### src/rtl/spi_flash_reader.sv
// spi_flash_reader: single-lane SPI mode-0 flash read master issuing READ (0x03).
// Returns 32-bit little-endian words; sequential requests continue the open burst.
module spi_flash_reader #(
    parameter int unsigned CLK_DIV  = 1,
    parameter int unsigned CSB_IDLE = 2
) (
    input  logic        clk,
    input  logic        resetn,
    input  logic        req_valid,
    output logic        req_ready,
    input  logic [23:0] req_addr,
    output logic [31:0] rdata,
    output logic        rdata_valid,
    output logic        busy,
    output logic        flash_csb,
    output logic        flash_clk,
    output logic        flash_io0,
    input  logic        flash_io1
);
    localparam int unsigned ADDR_W = 24;
    localparam int unsigned WORD_W = 32;
    localparam int unsigned DIV_W  = 8;
    localparam int unsigned BIT_W  = 6;
    localparam int unsigned IDLE_W = 4;

    localparam logic [7:0]        CMD_READ  = 8'h03;
    localparam logic [DIV_W-1:0]  DIV_LAST  = DIV_W'(CLK_DIV - 1);
    localparam logic [IDLE_W-1:0] IDLE_MIN  = IDLE_W'(CSB_IDLE);
    localparam logic [ADDR_W-1:0] WORD_MASK = 24'hFFFFFC;

    typedef enum logic [2:0] {
        S_IDLE,
        S_CMD,
        S_ADDR,
        S_DATA,
        S_HOLD
    } state_t;

    state_t              state, state_n;
    logic                lead, lead_n;
    logic [DIV_W-1:0]    div_cnt, div_n;
    logic [BIT_W-1:0]    bit_cnt, bit_n;
    logic                sck, sck_n;
    logic                csb, csb_n;
    logic                io0, io0_n;
    logic [WORD_W-1:0]   sh_out, sh_out_n;
    logic [WORD_W-1:0]   sh_in, sh_in_n;
    logic [ADDR_W-1:0]   next_addr, next_addr_n;
    logic [IDLE_W-1:0]   idle_cnt, idle_n;
    logic [WORD_W-1:0]   rdata_q, rdata_n;
    logic                valid_q, valid_n;
    logic                ready_q, ready_n;
    logic                busy_q, busy_n;
    logic [ADDR_W-1:0]   word_addr;

    assign word_addr = req_addr & WORD_MASK;

    // State and output registers
    always_ff @(posedge clk) begin
        if (!resetn) begin
            state     <= S_IDLE;
            lead      <= 1'b0;
            div_cnt   <= '0;
            bit_cnt   <= '0;
            sck       <= 1'b0;
            csb       <= 1'b1;
            io0       <= 1'b0;
            sh_out    <= '0;
            sh_in     <= '0;
            next_addr <= '0;
            idle_cnt  <= IDLE_MIN;
            rdata_q   <= '0;
            valid_q   <= 1'b0;
            ready_q   <= 1'b1;
            busy_q    <= 1'b0;
        end else begin
            state     <= state_n;
            lead      <= lead_n;
            div_cnt   <= div_n;
            bit_cnt   <= bit_n;
            sck       <= sck_n;
            csb       <= csb_n;
            io0       <= io0_n;
            sh_out    <= sh_out_n;
            sh_in     <= sh_in_n;
            next_addr <= next_addr_n;
            idle_cnt  <= idle_n;
            rdata_q   <= rdata_n;
            valid_q   <= valid_n;
            ready_q   <= ready_n;
            busy_q    <= busy_n;
        end
    end

    // Next-state and output logic
    always_comb begin
        state_n     = state;
        lead_n      = lead;
        div_n       = div_cnt;
        bit_n       = bit_cnt;
        sck_n       = sck;
        csb_n       = csb;
        io0_n       = io0;
        sh_out_n    = sh_out;
        sh_in_n     = sh_in;
        next_addr_n = next_addr;
        idle_n      = idle_cnt;
        rdata_n     = rdata_q;
        valid_n     = 1'b0;

        case (state)
            S_IDLE: begin
                csb_n = 1'b1;
                sck_n = 1'b0;
                io0_n = 1'b0;
                if (idle_cnt < IDLE_MIN) begin
                    idle_n = idle_cnt + 4'd1;
                end
                if (req_valid && ready_q) begin
                    state_n     = S_CMD;
                    lead_n      = 1'b1;
                    bit_n       = '0;
                    sh_out_n    = {CMD_READ, word_addr};
                    next_addr_n = word_addr + 24'd4;
                end
            end
            S_CMD, S_ADDR, S_DATA: begin
                if (lead) begin
                    // One setup cycle so the first SCK rise lands D cycles after csb/io0 settle
                    lead_n = 1'b0;
                    div_n  = '0;
                    csb_n  = 1'b0;
                    if (state != S_DATA) begin
                        io0_n    = sh_out[WORD_W-1];
                        sh_out_n = {sh_out[WORD_W-2:0], 1'b0};
                    end
                end else if (div_cnt == DIV_LAST) begin
                    div_n = '0;
                    sck_n = ~sck;
                    if (!sck) begin
                        if (state == S_DATA) begin
                            sh_in_n = {sh_in[WORD_W-2:0], flash_io1};
                        end
                    end else begin
                        bit_n = bit_cnt + 6'd1;
                        if (bit_cnt == 6'd63) begin
                            state_n = S_HOLD;
                            io0_n   = 1'b0;
                            valid_n = 1'b1;
                            rdata_n = {sh_in[7:0], sh_in[15:8], sh_in[23:16], sh_in[31:24]};
                        end else if (bit_cnt == 6'd31) begin
                            state_n = S_DATA;
                            io0_n   = 1'b0;
                        end else if (state != S_DATA) begin
                            if (bit_cnt == 6'd7) begin
                                state_n = S_ADDR;
                            end
                            io0_n    = sh_out[WORD_W-1];
                            sh_out_n = {sh_out[WORD_W-2:0], 1'b0};
                        end
                    end
                end else begin
                    div_n = div_cnt + 8'd1;
                end
            end
            S_HOLD: begin
                csb_n = 1'b0;
                sck_n = 1'b0;
                io0_n = 1'b0;
                if (req_valid) begin
                    if (word_addr == next_addr) begin
                        state_n     = S_DATA;
                        lead_n      = 1'b1;
                        bit_n       = 6'd32;
                        next_addr_n = next_addr + 24'd4;
                    end else begin
                        // Non-sequential: close the burst; the request is taken later from IDLE
                        state_n = S_IDLE;
                        csb_n   = 1'b1;
                        idle_n  = '0;
                    end
                end
            end
            default: begin
                state_n = S_IDLE;
                csb_n   = 1'b1;
            end
        endcase

        ready_n = (state_n == S_HOLD) || ((state_n == S_IDLE) && (idle_n >= IDLE_MIN));
        busy_n  = (state_n != S_IDLE);
    end

    assign req_ready   = ready_q;
    assign busy        = busy_q;
    assign rdata       = rdata_q;
    assign rdata_valid = valid_q;
    assign flash_csb   = csb;
    assign flash_clk   = sck;
    assign flash_io0   = io0;

endmodule

### config.mk
export PLATFORM = sky130hd
export DESIGN_NAME = spi_flash_reader
export DESIGN_NICKNAME = d
export VERILOG_FILES = /design/src/rtl/spi_flash_reader.sv
export SDC_FILE = /design/constraint.sdc
export NUM_CORES = 1
export LEC_CHECK = 0
export BUFFER_PORTS_ARGS = -buffer_cell sky130_fd_sc_hd__buf_4
export CORE_MARGIN = 1.5
export CORE_UTILIZATION = 37
export CTS_CLUSTER_DIAMETER = 100
export DETAILED_ROUTE_END_ITERATION = 8
export PLACE_DENSITY = 0.52
export RECOVER_POWER = 25
export SLEW_MARGIN = 25
export SYNTH_ARGS = -nofsm -noshare
export SYNTH_HDL_FRONTEND = slang
export SYNTH_SLANG_ARGS = --single-unit
### constraint.sdc
create_clock -name clk -period 10.4 [get_ports clk]
set_input_delay 1.04 -clock clk [delete_from_list [all_inputs] [get_ports clk]]
set_output_delay 1.04 -clock clk [all_outputs]
set_load 0.05 [all_outputs]
# Word-level counts from Yosys, hierarchy flattened
# Cells that the tools add are included.
# classes
bitwise	5
reduce_logical	22
n_eq_ne	21
n_mux	55
n_addsub	5
magnitude_cmp	2
# ops
op	count
$mux 32	7
$mux 24	3
$pmux 32 s2	1
$add 24x3->24 const B	2
$pmux 24 s2	1
$mux 6	6
$mux 3	9
$eq 24x24->1	1
$pmux 6 s3	1
$mux 8	2
$mux 1	15
$ne 2x2->1 const B	7
$mux 4	3
$ne 3x3->1 const B	4
$reduce_and 5->1	2
$pmux 3 s3	1
$add 8x1->8 const B	1
$logic_not 8->1	1
$pmux 4 s2	1
$reduce_and 4->1	2
$reduce_and 7->1	1
$add 6x1->6 const B	1
$eq 3x2->1 const B	2
$eq 3x3->1 const B	2
other kinds (22)	34
# word_totals
output_inout_bits	38
ff_bits	148
inputBits	28
wordCells	125

# Depth between registers and ports, before layout
# depth
depth_word	12
mapped_depth	16
ltp_nobuf	11

# Least setup slack after synthesis
# OpenSTA, ideal clock, no wires.
# synth_timing
kind	flip-flop to flip-flop
start	register state[0]
end	register next_addr[22]
path_stages_with_launch	16
required_ns	10.268
setup_time_ns	0.132
arrival_ns	3.301
path_slack_ns	6.966
path_buffers	4
path_cell_list	dfxtp_1 -> or3b_1 -> buf_4 -> clkbuf_1 -> clkbuf_1 -> clkbuf_1 -> nand2_1 -> nand2_1 -> ha_1 -> inv_1 -> nor4_1 -> o22ai_1 -> nor3_1 -> nor4b_1 -> a211oi_1 -> a21oi_1
# synth_between
elab_chain_len	3
# synth_lines
element	line	text
start, declared	39	state_t state, state_n;
start signal, assigned	77	state <= state_n;
$eq 3x3->1 or $logic_not 3->1 (tied branches)	111	case (state)
$ne 2x2->1 (no line) or $reduce_bool 2->1 (tied branches)	--	
$reduce_and 4->1 (no line)	--	
end signal, assigned	86	next_addr <= next_addr_n;
end, declared	48	logic [ADDR_W-1:0] next_addr, next_addr_n;
# Parallel ways exist; a longest one is shown, timed or not.
# A chain may end at the register's enable or synchronous reset.

# Worst setup path after layout
# layout_timing
start	register state[2]
end	register next_addr[22]
# Same word-level chain as after synthesis.

==> metrics.md <==
| Metric | Value |
|---|---|
| Outcome | `complete, no violations` |
| Worst Tran Pin Value | `roughly 890 ps` |
| Final Skew | `between 9 and 10 ps` |
| Final non-filler cell total | `~1200` |
| Via total after detailed routing | `6654` |
| Power density over the cells | `161 nW/um2` |
| Final min period | `3840 ps` |
| Fmax | `260 MHz` |
| Leakage power | `2.85 nW` |
| Total gr overflow | `0` |
| Initial antenna violation count | `0` |
| Register area share after synthesis | `0.404` |
| DRT iter0 DRCs | `440` |
| WHS | `449 ps` |
| Io pins | `66` |
| Fin nets | `~1000` |
| Most used routing layer | `met2` |
| Top cell type's share of synthesized area | `0.404` |
| HPWL Detailed | `12200 um` |
| Type of the worst setup path | `flip-flop to flip-flop` |
| Initial Util | `0.379` |
| Global-route wire length before repair | `32400 um` |
| Synthesized flop and latch total | `between 100 and 150` |
| Pins Over Slew Limit | `0` |
| Slew Limit Headroom | `0.405` |
| Filler cells | `1994` |
| Final setup fails | `0` |
| H-tree lvl count | `4` |
| Number of port buffers | `63` |
| Cts bufs inserted | `17` |
| Tightest Hold Check Type | `flip-flop to flip-flop` |
| Hold Buf Count CTS | `0` |
| Critical path fanouts, max | `26` |
| Synth area leaders | `dfxtp_1, nand2_1, a21oi_1` |
| WL/cell | `15.5 um` |
| Core Util, Final | `0.429` |
| VDD IR-drop max | `between 0.1 and 0.15 mV` |
| Inserted Diodes | `0` |
| Gr usage total | `0.199` |
| Buf+Inv Stages, Crit Path | `2` |
| Post-cts sizing count | `0` |
| Synth Cell Area | `7140 um2` |
| Avg Inst Size Synth | `7.47 um2` |
| Post-Route WL | `between 15000 and 20000 um` |
| Die area | `20100 um2` |
| # Max-Cap Violations | `0` |
| Yosys cell types | `63` |
| Clk root buf | `clkbuf_16` |
| Syn_nets | `989` |
| Vias in the first global route | `6317` |
| Crit path DAT | `4120 ps` |
| RD Place Congestion | `approximately 0.81` |
| Vias per cell | `5.34` |
| Final Hold Viols | `0` |
| Grt met2 use | `0.331` |
| Synth cell count leaders | `nand2_1, dfxtp_1, a21oi_1` |
| Die H | `142 um` |
| Critical path's top delay family | `simple AND/OR/NAND/NOR gates` |
| Max incr delay on CP | `680 ps` |
| Rows | `50` |
| Crit-path cells | `nor3b_2 -> buf_4 -> nand2_1 -> nand2_1 -> ha_1 -> inv_1 -> nor4_1 -> o22ai_1 -> nor3_1 -> nor4b_1 -> a211oi_1 -> a21oi_1` |
| Largest net degree at the start of global routing | `85` |
| Met1 usage | `0.262` |
| Count leader, synth | `nand2_1` |
| DIE WIDTH | `about 140 um` |
| Async set or reset register ratio after synthesis | `0` |
| Top_reg_cell synth | `dfxtp_1` |
| Share of cells above drive strength 1 | `0.0863` |
| Area Overhead vs Synth | `13.2%` |
| RSZ-0062 raised after global routing | `false` |
| Synthesized instance count | `956` |
| Met3 GRT Util | `0.0418` |
| Period utilization | `0.370` |
| Inst Count DP | `1213` |
| Clock Latency Late Sink | `between 400 and 500 ps` |
| Clock slew at reported path FFs | `approximately 70 ps` |
| TritonCTS Sinks | `144` |
| Sum Neg Setup Slack | `0 ps` |
| Startpoint types | `flip-flop` |
| Required @ worst endpoint | `10680 ps` |
| CTS tree | `done` |
| Core ar. | `roughly 19000 um2` |
| Yosys warns | `0` |
| Bufs on Longest Clock Path | `2` |
| Postcts setup bufs | `0` |
| Antenna Nets Post-Route | `0` |
| Pre-antenna DRT Iters | `5` |
| CP dominant cell by count | `nand2_1` |
| Crit end category | `flip-flop` |
| # DRC | `0` |
| Critical-path top delay cell | `dfxtp_1` |
| Dominant cell type by area after synthesis | `dfxtp_1` |
| Number of synthesized flops with an enable pin | `0` |
-- cell type report --
class | count | area, um2 | share of cell area
Clock inverter | 13 | 104 | 0.0129
Timing Repair Buffer | 74 | 409 | 0.0506
Inverter | 13 | 51.3 | 0.00635
Tap cell | 260 | 325 | 0.0403
Multi-Input combinational cell | 722 | 3880 | 0.480
Clock buffer | 19 | 433 | 0.0536
Sequential cell | 144 | 2880 | 0.357
-- worst min-delay path, cell delays in order (launching register included) --
cell and delay (ps):
dfxtp_1 310, nand2_1 50, a21oi_1 50
-- kinds of logic (layout without fill, tap and decap cells) --
| family | Yosys count | count (layout) | share of synthesized area |
|---|---|---|---|
| flops | 144 | 144 | 0.404 |
| simple gates | 434 | 434 | 0.274 |
| compound gates | 243 | 243 | 0.206 |
| buf+inv | 90 | 119 | 0.0556 |
| mux | 13 | 13 | 0.0186 |
| fa+ha+maj | 5 | 5 | 0.00876 |
| xor+xnor | 27 | 27 | 0.0331 |
-- worst paths after layout --
path | startpoint | end | slack [ps] | cells past startpoint
worst min register to register | rdata[3]$_SDFFE_PN0P_ | rdata[3]$_SDFFE_PN0P_ | 450 | 2
worst max register to register | state[2]$_SDFF_PN0_ | next_addr[22]$_SDFFE_PN0P_ | 6560 | 12
worst min-delay path | rdata[3]$_SDFFE_PN0P_ | rdata[3]$_SDFFE_PN0P_ | 450 | 2
worst max-delay path | state[2]$_SDFF_PN0_ | next_addr[22]$_SDFFE_PN0P_ | 6560 | 12
-- metrics by stage --
step / area [um2] / worst slack (ps) / total power, mW
6_report: 8080 / 6560 / 1.30
5_1_grt: 8080 / 6190 / 1.36
4_1_cts: 8230 / 6580 / 1.32
3_5_place_dp: 7700 / 6520 / 0.746
3_3_place_gp: 7700 / 6530 / 0.747
2_1_floorplan: 7140 / 6970 / 0.703
-- per-layer routing --
layer,vias to the layer above,part of all wire
li1,3375,-
met1,3128,0.48
met2,140,0.47
met3,11,0.041
met4,0,0.0084
met5,-,0
-- layout by cell type, fill, tap and decap left out, types with 4 or more instances in the layout --
cell type / instances
a211o_1: 4
a211oi_1: 7
a21oi_1: 129
a311oi_1: 22
a31oi_1: 6
and3_1: 17
buf_4: 35
clkbuf_1: 41
clkbuf_16: 17
dfxtp_1: 144
ha_1: 5
inv_1: 12
inv_6: 5
mux2i_1: 11
nand2_1: 237
nand3_1: 32
nand4_1: 12
nor2_1: 74
nor3_1: 14
nor3b_1: 6
nor4_1: 7
nor4_2: 4
o211ai_1: 9
o21ai_0: 33
o221ai_1: 4
o22ai_1: 4
or3_1: 9
xnor2_1: 6
xor2_1: 21
-- flip-flops by register name, indices dropped and copies added, names as in the netlist --
name / flops
req_ready: 1
lead: 1
rdata_valid: 1
idle_cnt: 4
flash_clk: 1
bit_cnt: 6
div_cnt: 8
next_addr: 22
sh_in: 32
busy: 1
flash_csb: 1
flash_io0: 1
state: 3
rdata: 32
sh_out: 30
-- power breakdown --
group / leakage (nW) / internal (mW) / switching [mW]
combinational: 1.42 / 0.0459 / 0.0911
sequential: 1.17 / 0.574 / 0.0214
clock: 0.265 / 0.310 / 0.257
total: 2.85 / 0.930 / 0.369
Note: power is estimated with default switching activity, not from simulation.
